<file path="config.mk">
export PLATFORM = sky130hd
export DESIGN_NAME = input_conditioner
export DESIGN_NICKNAME = d
export VERILOG_FILES = /design/src/rtl/input_conditioner.sv
export SDC_FILE = /design/constraint.sdc
export NUM_CORES = 1
export LEC_CHECK = 0
export CAP_MARGIN = 20
export CORE_UTILIZATION = 52
export DETAILED_ROUTE_END_ITERATION = 10
export HOLD_SLACK_MARGIN = 0.06
export PLACE_DENSITY = 0.85
export SLEW_MARGIN = 20
export SYNTH_ARGS = -nofsm -noshare
export SYNTH_HDL_FRONTEND = slang
export SYNTH_SLANG_ARGS = --single-unit
export TNS_END_PERCENT = 5
</file>
<file path="constraint.sdc">
create_clock -name clk -period 2.01 [get_ports clk]
set_clock_uncertainty 0.1 [all_clocks]
set_input_delay 0.402 -clock clk [delete_from_list [all_inputs] [get_ports clk]]
set_output_delay 0.402 -clock clk [all_outputs]
set_load 0.01 [all_outputs]
</file>
<file path="src/rtl/input_conditioner.sv">
// -----------------------------------------------------------------------------
// input_conditioner
//   Front-end input stage for the display/timer datapath. Brings the raw start
//   button and slide switches into the clk domain, debounces them, and hands
//   clean control signals to the mode/counter logic.
//
// Ports
//   clk           system clock (only clock)
//   reset         asynchronous, active-low reset (0 = reset)
//   signal_start  raw bouncing start button (1 = pressed)
//   sw            raw slide switches [SW_WIDTH]
//   start_pulse   one-cycle registered pulse per accepted press
//   isActive      run/stop level, toggles on each accepted press
//   sw_stable     debounced switch value [SW_WIDTH]
//   sw_changed    one-cycle registered pulse when sw_stable updates
//   btn_state     debug: current button FSM state (IDLE=0, PRESS_WAIT=1,
//                 PRESSED=2, RELEASE_WAIT=3)
//
// Handshake: none. All outputs are plain registered levels/pulses; consumers
// sample them on any clk edge with no ready/valid back-pressure.
// -----------------------------------------------------------------------------
module input_conditioner #(
  parameter int DEBOUNCE_CYCLES = 1000000,
  parameter int SW_WIDTH        = 10
) (
  input  logic                clk,
  input  logic                reset,
  input  logic                signal_start,
  input  logic [SW_WIDTH-1:0] sw,
  output logic                start_pulse,
  output logic                isActive,
  output logic [SW_WIDTH-1:0] sw_stable,
  output logic                sw_changed,
  output logic [1:0]          btn_state
);

  // Counter only has to reach DEBOUNCE_CYCLES-1, so ceil(log2(N)) bits suffice.
  localparam int CNT_W = (DEBOUNCE_CYCLES > 2) ? $clog2(DEBOUNCE_CYCLES) : 1;
  localparam logic [CNT_W-1:0] CNT_LAST = CNT_W'(DEBOUNCE_CYCLES - 1);

  typedef enum logic [1:0] {
    IDLE         = 2'd0,
    PRESS_WAIT   = 2'd1,
    PRESSED      = 2'd2,
    RELEASE_WAIT = 2'd3
  } btn_state_t;

  // ---------------------------------------------------------------------------
  // Two-flop synchronizers; only the second stage is used downstream.
  // ---------------------------------------------------------------------------
  logic                btn_meta, btn_s;
  logic [SW_WIDTH-1:0] sw_meta, sw_s;

  always_ff @(posedge clk or negedge reset) begin
    if (!reset) begin
      btn_meta <= 1'b0;
      btn_s    <= 1'b0;
      sw_meta  <= '0;
      sw_s     <= '0;
    end else begin
      btn_meta <= signal_start;
      btn_s    <= btn_meta;
      sw_meta  <= sw;
      sw_s     <= sw_meta;
    end
  end

  // ---------------------------------------------------------------------------
  // Button debounce FSM
  // ---------------------------------------------------------------------------
  btn_state_t       state, state_next;
  logic [CNT_W-1:0] bcnt, bcnt_next;
  logic             pulse_next, active_next;

  always_ff @(posedge clk or negedge reset) begin
    if (!reset) begin
      state       <= IDLE;
      bcnt        <= '0;
      start_pulse <= 1'b0;
      isActive    <= 1'b0;
    end else begin
      state       <= state_next;
      bcnt        <= bcnt_next;
      start_pulse <= pulse_next;
      isActive    <= active_next;
    end
  end

  always_comb begin
    state_next  = state;
    bcnt_next   = bcnt;
    pulse_next  = 1'b0;
    active_next = isActive;
    unique case (state)
      IDLE: begin
        if (btn_s) begin
          state_next = PRESS_WAIT;
          bcnt_next  = '0;
        end
      end
      PRESS_WAIT: begin
        if (!btn_s) begin
          state_next = IDLE;
          bcnt_next  = '0;
        end else if (bcnt == CNT_LAST) begin
          // Press accepted: the pulse and the toggle are registered together.
          state_next  = PRESSED;
          bcnt_next   = '0;
          pulse_next  = 1'b1;
          active_next = ~isActive;
        end else begin
          bcnt_next = bcnt + CNT_W'(1);
        end
      end
      PRESSED: begin
        if (!btn_s) begin
          state_next = RELEASE_WAIT;
          bcnt_next  = '0;
        end
      end
      RELEASE_WAIT: begin
        if (btn_s) begin
          // Release bounce: back to held, never a second pulse.
          state_next = PRESSED;
          bcnt_next  = '0;
        end else if (bcnt == CNT_LAST) begin
          state_next = IDLE;
          bcnt_next  = '0;
        end else begin
          bcnt_next = bcnt + CNT_W'(1);
        end
      end
      default: begin
        state_next = IDLE;
        bcnt_next  = '0;
      end
    endcase
  end

  assign btn_state = state;

  // ---------------------------------------------------------------------------
  // Switch debounce: one candidate and one counter for the whole bus, so a
  // toggle on any bit restarts the wait for every bit.
  // ---------------------------------------------------------------------------
  logic [SW_WIDTH-1:0] sw_cand;
  logic [CNT_W-1:0]    scnt;

  always_ff @(posedge clk or negedge reset) begin
    if (!reset) begin
      sw_cand    <= '0;
      sw_stable  <= '0;
      sw_changed <= 1'b0;
      scnt       <= '0;
    end else begin
      sw_changed <= 1'b0;
      if (sw_s != sw_cand) begin
        sw_cand <= sw_s;
        scnt    <= '0;
      end else if (sw_cand != sw_stable) begin
        if (scnt == CNT_LAST) begin
          sw_stable  <= sw_cand;
          sw_changed <= 1'b1;
          scnt       <= '0;
        end else begin
          scnt <= scnt + CNT_W'(1);
        end
      end else begin
        scnt <= '0;
      end
    end
  end

endmodule

</file>
# Yosys cells after proc, flatten, opt, wreduce, memory -nomap -nowiden
# Cells that the tools add are included.
[word_totals] wordCells=54 reg_bits=87
[op_classes] reduce_logical=5 n_eq_ne=11 addsub=2 muxes=22 bitwise_logic=2
[ops] op="2-to-1 mux 20 bit" count=8
[ops] op="case mux 20 bit (4 select lines)" count=1
[ops] op="adder 20 x 1 -> 20 bit (second input constant)" count=2
[ops] op="== test 20 bit (second input constant)" count=2
[ops] op="inequality test 10 bit" count=2
[ops] op="2-to-1 mux 2 bit" count=6
[ops] op="case mux 2 bit (4 select lines)" count=1
[ops] op="2-to-1 mux 1 bit" count=6
[ops] op="inequality test 3 bit (second input constant)" count=2
[ops] op="AND reduction 3 bit" count=2
[ops] op="== test 2 bit (second input constant)" count=2
[ops] op="inequality test 2 bit (second input constant)" count=2
[ops] op="AND reduction 4 bit" count=1
[ops] op="== test 2 x 1 -> 1 bit (second input constant)" count=1
[ops] op="zero test 2 bit" count=1
[ops] op="NOT 1 bit" count=2
[ops] op="AND reduction 2 bit" count=1

# Longest topological paths before layout
[depth] word_depth=4 depth_mapped=8

# Least setup slack after synthesis
# Ideal clock, no wire load.
[synth_path] path_type="register to register" start="register bcnt[0]" end="register bcnt[14]" slack_ns=0.056 path_stages_with_launch=9 period_less_slack_ns=1.954 n_path_buf=2 arrival_time_ns=1.785 cell_sequence="dfrtp_1 > ha_1 > and3_1 > and3_4 > buf_6 > a21o_1 > buf_6 > or3_1 > nand3_1"
[synth_between] elab_chain_len=4 word_cells_on_any_way=6 classes_between="add/sub: 1; eq/ne: 1; mux: 4"
[synth_lines] element="from (decl)" line_no="72" rtl="logic [CNT_W-1:0] bcnt, bcnt_next;"
[synth_lines] element="from (signal assigned)" line_no="83" rtl="bcnt <= bcnt_next;"
[synth_lines] element="adder 20 x 1 -> 20 bit / == test 20 bit (equally long branches)"
[synth_lines] element="2-to-1 mux 20 bit (*)" line_no="105, 126"
[synth_lines] element="2-to-1 mux 20 bit (on tied branches)" line_no="122, 102"
[synth_lines] element="case mux 20 bit (4 select lines) (*)" line_no="94" rtl="unique case (state)"
# Mark *: on every way between the ends. The rest lies on a longest branch, timed or not.
# A chain may end at the register's enable or synchronous reset.

# Worst setup path in the final report
[layout_path] start="register sw_cand[1]" end="register sw_stable[1]"
[layout_between] elab_chain_len=3 word_cells_on_any_way=4 classes_between="eq/ne: 2; bitwise: 1; reduce/logical: 1"
[layout_lines] element="from (decl)" line_no="146" rtl="logic [SW_WIDTH-1:0] sw_cand;"
[layout_lines] element="from (signal assigned)" line_no="158" rtl="sw_cand <= sw_s;"
[layout_lines] element="inequality test 10 bit" line_no="157" rtl="if (sw_s != sw_cand) begin"
[layout_lines] element="NOT 1 bit (no source line)"
[layout_lines] element="AND reduction 3 bit (no source line)"
[layout_lines] element="to (signal assigned)" line_no="162" rtl="sw_stable <= sw_cand;"
[layout_lines] element="to (decl)" line_no="32" rtl="output logic [SW_WIDTH-1:0] sw_stable,"
# Parallel ways exist; a longest one is shown, timed or not.

==> qor.yml <==
finalHoldViolations: 0
status: "complete, no violations"
period_minus_slack_ns: 1.964
fin_crit_sh_pct: 97.69
timing_worst_slew_pin_value_ns: 0.4393
wl_met2_um: 3559
clock.fmax_mhz: 509.3
area.growth.synth_to_final_pct: 16.95
rrSetupSlack_ns: 0.05
grt_pass1_vias: 2672
port_buffers: 27
clkLatencyLatePin_ns: 0.35
cp.required_ns: 2.15
async_reset_ff_share_pct: 100.0
max_cap_viol_count: 0
rsz0062_at_grt: "yes"
hold_depth: 0
min_to: "sw_s[2]"
hold_class: "register to register"
cts.sinks: 87
io_pins: 28
routed_wl_um: 6815
cts_tree: "yes"
yosys_most_used_dff: "dfrtp_1"
cts_max_path_buffers: 2
syn_avg_cell_area_um2: 11.35
cts_htree_levels: 3
ant_nets: 0
grt_start_max_net_pins: 48
grt_pass1_wl_um: 11960
r2r-end: "sw_stable[1]"
worstPathArrival_ns: 2.10
drv_slew: 0
slew_headroom_pct: 70.47
rows: 30
routedWlPerCell_um: 14.59
r2r-start: "sw_cand[1]"
synthTopCellsByArea: "dfrtp_1 58%, xor2_1 5.3%, xnor2_1 3.9%"
synth_area_mm2: 0.003780
syn-num-nets: 348
grt_overflow: 0
drive_gt1_share_pct: 13.21
drt_iter0_drc: 124
start_util_pct: 54.73
dieArea_mm2: 0.007614
crit_type: "register to register"
first_pass_iters: 4
track_usage_pct: 20.89
wl_met1_um: 2775
clk_pin_slew_ns: 0.09
met3WireLength_um: 256
hp-start: "sw_meta[2]"
synth_cells: 333
cts-root-buf: "clkbuf_8"
coreArea_mm2: 0.006907
layout.nets: 381
finish.utilization_pct: 64.00
top_layer: "met4"
die_x_um: 87.26
n_antenna_cell: 0
dp_hpwl_um: 4749
ys_top_cells_by_count: "87 x dfrtp_1, 31 x nand2_1, 29 x nor2_1"
cp_max_fo: 10
finalSetupViolCount: 0
ys_types: 47
post-place-ws_ns: 0.001782
synth-seq-area-share_pct: 57.60
power.leakage_uw: 0.001907
finalSetupTns_ns: 0
rr_worst_depth: 5
endpoint_kind: "register"
synth-edff-count: 0
yosysWarnings: 0
setup_ws_ns: 0.04645
synth_top_area_share_pct: 57.60
synth_top_area_cell: "dfrtp_1"
power_density_mw_per_mm2: 870.0
p_total_uw: 3846
die_h_um: 87.26
place_congestion: 0.8353
antenna_found_initial: 0
drc: 0
synth_seq_cells: 87
via_count: 2581
synth_most_common_cell: "dfrtp_1"
cp-start-kind: "register"
cts_buffers: 9
vdd_drop_max_mv: 0.9969
viasPerCell: 5.527
cts_setup_buffers: 0
## worst max-delay path, stage by stage, from the launching register on
cell and delay (ns):
dfrtp_1 0.42, xor2_1 0.18, nor4_2 0.31, nand4_1 0.26, nand3_4 0.23, mux2_1 0.35
## per-stage QoR
step / instances / hold slack, ns / cell area, um^2
floorplan: 333 / 0.006409 / 3780
global placement: 450 / 0.1605 / 4189
detailed placement: 450 / 0.1667 / 4189
CTS: 467 / 0.2527 / 4409
global route: 467 / 0.2555 / 4420
finish: 467 / 0.2481 / 4420
## metal layers
metal	track usage [%]	up-vias
met5	0	-
met4	10.73	0
met3	6.256	18
met2	35.87	62
met1	23.51	1280
li1	-	1221
## worst max-delay path by stage
stage | start | to | slack, ns | cells after the start
6_report | sw_cand[1] | sw_stable[1] | 0.05 | 5
5_1_grt | sw_cand[7] | scnt[14] | -0.07 | 5
4_1_cts | bcnt[0] | bcnt[17] | 0.01 | 6
3_5_place_dp | sw_cand[3] | sw_stable[1] | 0.002 | 5
3_3_place_gp | bcnt[0] | register | 0.07 | 6
2_1_floorplan | bcnt[0] | bcnt[14] | 0.06 | 8
## cell families after synthesis
family	synth area share [%]
XOR/XNOR	9.268
multiplexers	3.906
AO/OA/AOI/OAI	6.786
flip-flops	57.60
AND/OR/NAND/NOR	19.00
buffers and inverters	2.781
adder cells (fa/ha/maj)	0.6619
## cell usage in the layout, fill, tap and decap left out, drive strengths merged
cell type and n:
nand3 17, and4bb 1, clkdlybuf4s50 26, nor4 6, nor2 31, and3 11, inv 8, or2 1
nor3b 1, nor3 5, clkinv 1, nor4bb 1, a22o 2, and2 3, mux2i 2, nand2b 2
xor2 23, or3 2, o21ai 8, bufinv 1, a31o 1, clkbuf 9, ha 2, mux2 11
o21a 1, dlygate4sd3 1, a41oi 2, nand4 12, xnor2 17, buf 12, a21o 4, nand2 32
clkinvlp 2, a21oi 11, a31oi 11, and4 4, dfrtp 87
## registers in the layout, indices dropped and copies added (netlist names), named ones only
signal	cells
bcnt	20
scnt	20
sw_cand	10
sw_meta	10
sw_s	10
sw_stable	10
btn_meta	1
btn_s	1
btn_state	1
isActive	1
start_pulse	1
sw_changed	1
## layout make-up
type / instances / area (um^2)
clock buffers: 9 / 123.9
clock inverters: 7 / 78.83
fillers: 537 / 2486
inverters: 5 / 18.77
multi-input cells: 224 / 1516
flip-flops and latches: 87 / 2177
well taps: 96 / 120.1
repair buffers: 39 / 385.4
## where the power goes
group	total (uW)	leakage (uW)	switching [uW]	internal [uW]
Sequential	1920	0.00114	86.4	1830
Clock	1220	0.0000982	633	589
Combinational	707	0.000673	389	318
Total	3850	0.00191	1110	2740
## repair_timing
action,in CTS,in global routing
pin swaps,0,2
resized for setup,2,3
hold buffers,1,0
endpoints found under the hold margin,13,0
endpoints found under the setup margin,6,32
Note: power is estimated with default switching activity, not from simulation.
